==> src/rtl/fifo_flex_if.sv <==
// Bundle of the FIFO's data path, status flags and error controls.
// The producer/consumer side uses the master modport; the FIFO itself uses slave.
interface fifo_flex_if #(
  parameter int WIDTH = 8,
  parameter int DEPTH = 32
);
  localparam int CW = $clog2(DEPTH + 1);

  logic             wr_en;
  logic [WIDTH-1:0] din;
  logic             rd_en;
  logic             clr_err;
  logic [WIDTH-1:0] dout;
  logic             full;
  logic             empty;
  logic             almost_full;
  logic             almost_empty;
  logic [CW-1:0]    count;
  logic             overflow;
  logic             underflow;

  modport master (
    output wr_en, din, rd_en, clr_err,
    input  dout, full, empty, almost_full, almost_empty, count, overflow, underflow
  );

  modport slave (
    input  wr_en, din, rd_en, clr_err,
    output dout, full, empty, almost_full, almost_empty, count, overflow, underflow
  );
endinterface

==> src/rtl/fifo_flex.sv <==
// Synchronous FIFO with arbitrary (non power-of-two) depth, selectable
// registered-read or first-word-fall-through output, occupancy flags derived
// only from the registered count, and sticky overflow/underflow flags.
module fifo_flex #(
  parameter int WIDTH    = 8,
  parameter int DEPTH    = 32,
  parameter int AF_LEVEL = DEPTH - 4,
  parameter int AE_LEVEL = 4,
  parameter int FWFT     = 0
) (
  input logic        clk,
  input logic        rst,
  fifo_flex_if.slave bus
);

  localparam int CW = $clog2(DEPTH + 1);
  localparam int PW = (DEPTH > 1) ? $clog2(DEPTH) : 1;

  localparam logic [PW-1:0] LAST_PTR = PW'(DEPTH - 1);
  localparam logic [CW-1:0] DEPTH_C  = CW'(DEPTH);
  localparam logic [CW-1:0] AF_C     = CW'(AF_LEVEL);
  localparam logic [CW-1:0] AE_C     = CW'(AE_LEVEL);

  // Storage: no reset, contents are meaningless until written.
  logic [WIDTH-1:0] mem_q [DEPTH];

  logic [PW-1:0]    wr_ptr_q, wr_ptr_d;
  logic [PW-1:0]    rd_ptr_q, rd_ptr_d;
  logic [CW-1:0]    count_q, count_d;
  logic [WIDTH-1:0] dout_q, dout_d;
  logic             overflow_q, overflow_d;
  logic             underflow_q, underflow_d;

  logic full_w;
  logic empty_w;
  logic wr_accept;
  logic rd_accept;

  // Pointer increment with explicit wrap so any DEPTH works.
  function automatic logic [PW-1:0] ptr_inc(input logic [PW-1:0] p);
    return (p == LAST_PTR) ? '0 : p + 1'b1;
  endfunction

  // Status flags depend only on the registered count, never on wr_en/rd_en.
  always_comb begin
    full_w           = (count_q == DEPTH_C);
    empty_w          = (count_q == '0);
    bus.full         = full_w;
    bus.empty        = empty_w;
    bus.almost_full  = (count_q >= AF_C);
    bus.almost_empty = (count_q <= AE_C);
  end

  // A read frees a slot only at the edge, so a write while full is always
  // rejected even if a read is accepted in the same cycle (and vice versa
  // when empty).
  assign wr_accept = bus.wr_en && !full_w;
  assign rd_accept = bus.rd_en && !empty_w;

  // Next-state for pointers, occupancy and sticky error flags.
  always_comb begin
    wr_ptr_d = wr_ptr_q;
    rd_ptr_d = rd_ptr_q;
    count_d  = count_q;

    if (wr_accept) begin
      wr_ptr_d = ptr_inc(wr_ptr_q);
    end
    if (rd_accept) begin
      rd_ptr_d = ptr_inc(rd_ptr_q);
    end

    case ({wr_accept, rd_accept})
      2'b10:   count_d = count_q + 1'b1;
      2'b01:   count_d = count_q - 1'b1;
      default: count_d = count_q;
    endcase

    // A new error event outranks a simultaneous clear.
    overflow_d = overflow_q;
    if (bus.clr_err) begin
      overflow_d = 1'b0;
    end
    if (bus.wr_en && full_w) begin
      overflow_d = 1'b1;
    end

    underflow_d = underflow_q;
    if (bus.clr_err) begin
      underflow_d = 1'b0;
    end
    if (bus.rd_en && empty_w) begin
      underflow_d = 1'b1;
    end
  end

  generate
    if (FWFT != 0) begin : g_fwft
      // Output register always tracks the head word after this edge; when
      // the new head is the slot being written right now, take it from din.
      always_comb begin
        dout_d = mem_q[rd_ptr_d];
        if (wr_accept && (rd_ptr_d == wr_ptr_q)) begin
          dout_d = bus.din;
        end
      end
    end else begin : g_std
      // Output register loads the head word only when a pop is accepted.
      always_comb begin
        dout_d = dout_q;
        if (rd_accept) begin
          dout_d = mem_q[rd_ptr_q];
        end
      end
    end
  endgenerate

  // Control state; reset discards all stored words at once.
  always_ff @(posedge clk or posedge rst) begin
    if (rst) begin
      wr_ptr_q    <= '0;
      rd_ptr_q    <= '0;
      count_q     <= '0;
      dout_q      <= '0;
      overflow_q  <= 1'b0;
      underflow_q <= 1'b0;
    end else begin
      wr_ptr_q    <= wr_ptr_d;
      rd_ptr_q    <= rd_ptr_d;
      count_q     <= count_d;
      dout_q      <= dout_d;
      overflow_q  <= overflow_d;
      underflow_q <= underflow_d;
    end
  end

  // Storage write port.
  always_ff @(posedge clk) begin
    if (wr_accept) begin
      mem_q[wr_ptr_q] <= bus.din;
    end
  end

  assign bus.dout      = dout_q;
  assign bus.count     = count_q;
  assign bus.overflow  = overflow_q;
  assign bus.underflow = underflow_q;

endmodule

==> src/flat_wrapper.sv <==
// flat-port wrapper written by rule: the top's interface ports become plain ports
module fifo_flex_flat 
#(
  parameter int WIDTH    = 8,
  parameter int DEPTH    = 32,
  parameter int AF_LEVEL = DEPTH - 4,
  parameter int AE_LEVEL = 4,
  parameter int FWFT     = 0
)
  (clk, rst, bus_wr_en, bus_din, bus_rd_en, bus_clr_err, bus_dout, bus_full, bus_empty, bus_almost_full, bus_almost_empty, bus_count, bus_overflow, bus_underflow);
  fifo_flex_if #(.WIDTH(WIDTH), .DEPTH(DEPTH)) bus_i ();
  input logic clk;
  input logic rst;
  input wire logic [$bits(bus_i.wr_en)-1:0] bus_wr_en;
  input wire logic [$bits(bus_i.din)-1:0] bus_din;
  input wire logic [$bits(bus_i.rd_en)-1:0] bus_rd_en;
  input wire logic [$bits(bus_i.clr_err)-1:0] bus_clr_err;
  output wire logic [$bits(bus_i.dout)-1:0] bus_dout;
  output wire logic [$bits(bus_i.full)-1:0] bus_full;
  output wire logic [$bits(bus_i.empty)-1:0] bus_empty;
  output wire logic [$bits(bus_i.almost_full)-1:0] bus_almost_full;
  output wire logic [$bits(bus_i.almost_empty)-1:0] bus_almost_empty;
  output wire logic [$bits(bus_i.count)-1:0] bus_count;
  output wire logic [$bits(bus_i.overflow)-1:0] bus_overflow;
  output wire logic [$bits(bus_i.underflow)-1:0] bus_underflow;
  assign bus_i.wr_en = bus_wr_en;
  assign bus_i.din = bus_din;
  assign bus_i.rd_en = bus_rd_en;
  assign bus_i.clr_err = bus_clr_err;
  assign bus_dout = bus_i.dout;
  assign bus_full = bus_i.full;
  assign bus_empty = bus_i.empty;
  assign bus_almost_full = bus_i.almost_full;
  assign bus_almost_empty = bus_i.almost_empty;
  assign bus_count = bus_i.count;
  assign bus_overflow = bus_i.overflow;
  assign bus_underflow = bus_i.underflow;
  fifo_flex #(.WIDTH(WIDTH), .DEPTH(DEPTH), .AF_LEVEL(AF_LEVEL), .AE_LEVEL(AE_LEVEL), .FWFT(FWFT)) u_core (.clk(clk), .rst(rst), .bus(bus_i));
endmodule
==> config.mk <==
export PLATFORM = sky130hd
export DESIGN_NAME = fifo_flex_flat
export DESIGN_NICKNAME = d
export VERILOG_FILES = /design/src/rtl/fifo_flex_if.sv /design/src/rtl/fifo_flex.sv /design/src/flat_wrapper.sv
export SDC_FILE = /design/constraint.sdc
export NUM_CORES = 1
export LEC_CHECK = 0
export ABC_AREA = 1
export CAP_MARGIN = 25
export CELL_PAD_IN_SITES_DETAIL_PLACEMENT = 0
export CELL_PAD_IN_SITES_GLOBAL_PLACEMENT = 1
export CORE_ASPECT_RATIO = 0.9
export CORE_MARGIN = 2
export CORE_UTILIZATION = 53
export CTS_BUF_LIST = sky130_fd_sc_hd__clkbuf_16
export DETAILED_ROUTE_END_ITERATION = 16
export PLACE_DENSITY = 0.94
export SLEW_MARGIN = 20
export SYNTH_ARGS = -nofsm -noshare
export SYNTH_HDL_FRONTEND = slang
export SYNTH_SLANG_ARGS = --single-unit
==> constraint.sdc <==
create_clock -name clk -period 4.7 [get_ports clk]
set_input_delay 0.94 -clock clk [delete_from_list [all_inputs] [get_ports clk]]
set_output_delay 0.94 -clock clk [all_outputs]
set_load 0.05 [all_outputs]
==> results by group <==
Clock network
  – Clock sink count: 282
  – CTS tree: done
  – PostCTS Resize Cnt: 0
  – Worst skew pair latency: 0.53 ns
  – Post-CTS setup buffer count: 0
  – Clk root buf: clkbuf_16
  – CTS Buffer Depth: 3
  – Hold_buf cts: 0
  – Clock Pin Slew Worst Setup and Hold Paths: 0.06 ns
  – H-tree depth: 1
  – TritonCTS buffer count: 27

STA
  – Crit path time final: 3.38 ns
  – Worst slew pin tran: 0.986 ns
  – Setup-failing EPs final: 0
  – Fmax: 0.296 GHz
  – RSZ-0062 raised after global routing: no
  – Sum Neg Setup Slack: 0 ns
  – Hold Vio Cnt, Final: 0
  – Setup ws final: 1.32 ns
  – Relative slew margins: 34.2%
  – Slew Viols, Final: 0
  – Final clock skew: 0.0117 ns
  – Fin crit share: 71.9%

GRT
  – Number of global-route vias before repair: 7,958
  – Initial antenna violation count: 0
  – Largest net degree at the start of global routing: 99
  – Grt ovf: 0
  – Global-route wire length before repair: 43.7 mm
  – Overall Global Routing Usage: 23.9%

Drt
  – Routed via count: 8,371
  – Pre-antenna DRT Iters: 7
  – Drt initial violations: 841
  – DR DRC count: 0
  – Routed Antenna Nets: 0
  – Final wirelength: 28.7 mm
  – WL/cell: 18.7 um
  – Routed vias/inst: 5.46

Layout
  – ANT cells: 0
  – Share of cells above drive strength 1: 5.74%
  – Nets: 1,239
  – P&R area growth vs syn: 11.3%

Logic synthesis
  – Seq/Total Area, Yosys: 67.9%
  – Syn Nets: 1,216
  – Netlist Area Pre-Place: 12,300 sq um
  – Synth area leader: edfxtp_1
  – Register bit total from synthesis: 282
  – Number of distinct library cells after synthesis: 29
  – Syn_area_per_cell: 10.3 sq um
  – Share of the synthesized area in the top cell type: 62.6%
  – Yosys warnings: 0
  – Largest cells by area after synthesis: edfxtp_1 63%, nand2_1 12%, nand3_1 7.0%, dfrtp_1 5.3%, inv_1 4.1%
  – Synth Instances: 1,193

Setup path
  – Worst setup SP type: register
  – WS Path Type: register to output port
  – CP arrival: 2.44 ns
  – Setup crit start: u_core.bus.count[0]
  – Worst r2r src: u_core.rd_ptr_q[0]
  – Crit-path max FO: 5
  – End of the worst register-to-register path: u_core.bus.dout[5]
  – Critical path required time: 3.76 ns
  – Reg2Reg Setup Slack: 1.74 ns
  – Crit. End Element: output port
  – Critical Path Sink: bus_full
  – R2R depth: 10

Die
  – Starting Density: 54.2%
  – Die X: 164 um
  – IO Pins: 33
  – Row cnt: 52
  – Core region area: 22,600 sq um
  – Die H: 148 um
  – DIE AREA: 24,400 sq um

Job
  – Max_cap viols: 0

Placement
  – DP Wirelength: 17.2 mm
  – Port Buffers: 32
  – Final GP Congestion: 0.880
  – Pre-CTS setup slack: 1.38 ns

Hold path
  – Worst Hold Class: register to register

Outcome
  – Outcome: finished, final reports clean

Power and ir drop
  – Power Dens Cells: 597 nW/um^2
  – Max VDD drop: 423 uV
  – Leak Pwr: 5.54 nW
[cell usage in the layout (no fill, tap or decap)]
master	count
nor3_1	7
o22ai_1	1
clkinv_4	3
clkbuf_2	1
o21ai_1	2
ha_1	10
nor2_4	1
dfrtp_1	24
nor2_1	89
o21ai_2	1
dfrtp_2	1
nor2_2	2
bufinv_16	4
nand2_2	4
buf_12	1
nor3b_1	2
clkinv_1	10
inv_1	136
buf_2	8
o21ai_0	24
dfrtp_4	1
buf_4	9
nand4_1	1
o31ai_1	1
xnor2_1	3
a21oi_1	17
edfxtp_1	256
nor3b_2	1
clkbuf_16	27
o21bai_1	1
clkdlybuf4s50_1	26
nand2_1	384
inv_2	1
nand3_1	171
clkinv_2	6
[cell type report]
cell class	count	area (sq um)
clock inverter	22	209
fill	1785	8980
multi-input combinational	722	3150
sequential	282	8340
tap	297	372
inverter	138	519
clock buffer	27	676
timing repair buffer	45	393
[where the power goes]
| part | internal (W) | total, W | switching [W] |
|---|---|---|---|
| clock network | 0.00126 | 0.00217 | 0.000905 |
| logic | 0.000796 | 0.00279 | 0.00200 |
| registers | 0.00297 | 0.00319 | 0.000216 |
[cells in the mapped netlist (all sizes together)]
library cell and count:
a21oi 17, buf 42, clkbuf 9, clkinv 3, dfrtp 26, edfxtp 256
ha 10, inv 135, nand2 388, nand3 171, nand4 1, nor2 92
nor3 7, nor3b 3, o21ai 27, o21bai 1, o22ai 1, o31ai 1
xnor2 3
[cells by family after synthesis]
| family | share of synthesized area, % |
|---|---|
| buffers and inverters | 6.43 |
| xor gates and xnor gates | 0.214 |
| and+or+nand+nor | 22.4 |
| DFF | 67.9 |
| AOI/OAI and AO/OA | 2.00 |
| adders and majority gates | 1.02 |
[routing by layer]
layer | part of all wire (%) | vias to the layer above | GRT usage [%]
li1 | - | 3967 | -
met4 | 2.5 | 0 | 8.00
met1 | 41 | 3972 | 33.9
met5 | 0 | - | 0
met2 | 48 | 381 | 38.7
met3 | 8.2 | 51 | 3.15
[how the worst min path moves through the flow]
stage | slack (ns) | to | cells after the start | startpoint
floorplan | 0.58 | u_core.rd_ptr_q[4] | 3 | u_core.rd_ptr_q[4]
global placement | 0.47 | u_core.bus.dout[7] | 2 | u_core.bus.dout[7]
detailed placement | 0.47 | u_core.bus.dout[7] | 2 | u_core.bus.dout[7]
CTS | 0.49 | u_core.bus.dout[7] | 2 | u_core.bus.dout[7]
global route | 0.52 | u_core.bus.dout[7] | 2 | u_core.bus.dout[7]
finish | 0.49 | u_core.bus.dout[7] | 2 | u_core.bus.dout[7]
[per-stage QoR]
step / area, sq um / cells / hold WS [ns] / power (W) / utilization, %
6_report: 13700 / 1533 / 0.487 / 0.00815 / 60.3
2_1_floorplan: 12300 / 1193 / 0.580 / 0.00517 / -
3_5_place_dp: 12800 / 1483 / 0.470 / 0.00598 / 56.4
3_3_place_gp: 12800 / 1481 / 0.471 / 0.00595 / 56.3
4_1_cts: 13700 / 1532 / 0.487 / 0.00814 / 60.3
5_1_grt: 13700 / 1533 / 0.521 / 0.00856 / 60.3
[state kept, by name, indices dropped and copies added (netlist names)]
signal                count
u_core.bus.underflow      1
u_core.rd_ptr_q           5
u_core.bus.dout           8
u_core.bus.overflow       1
u_core.wr_ptr_q           5
u_core.mem_q            256
u_core.bus.count          6
[critical path, stage by stage (launching register included)]
cell,delay [ns]
dfrtp_1,0.45
nor2_2,0.21
nand3_1,0.17
nor2_2,0.23
clkdlybuf4s50_1,0.85
No activity file was read; power rests on OpenSTA's default activity.
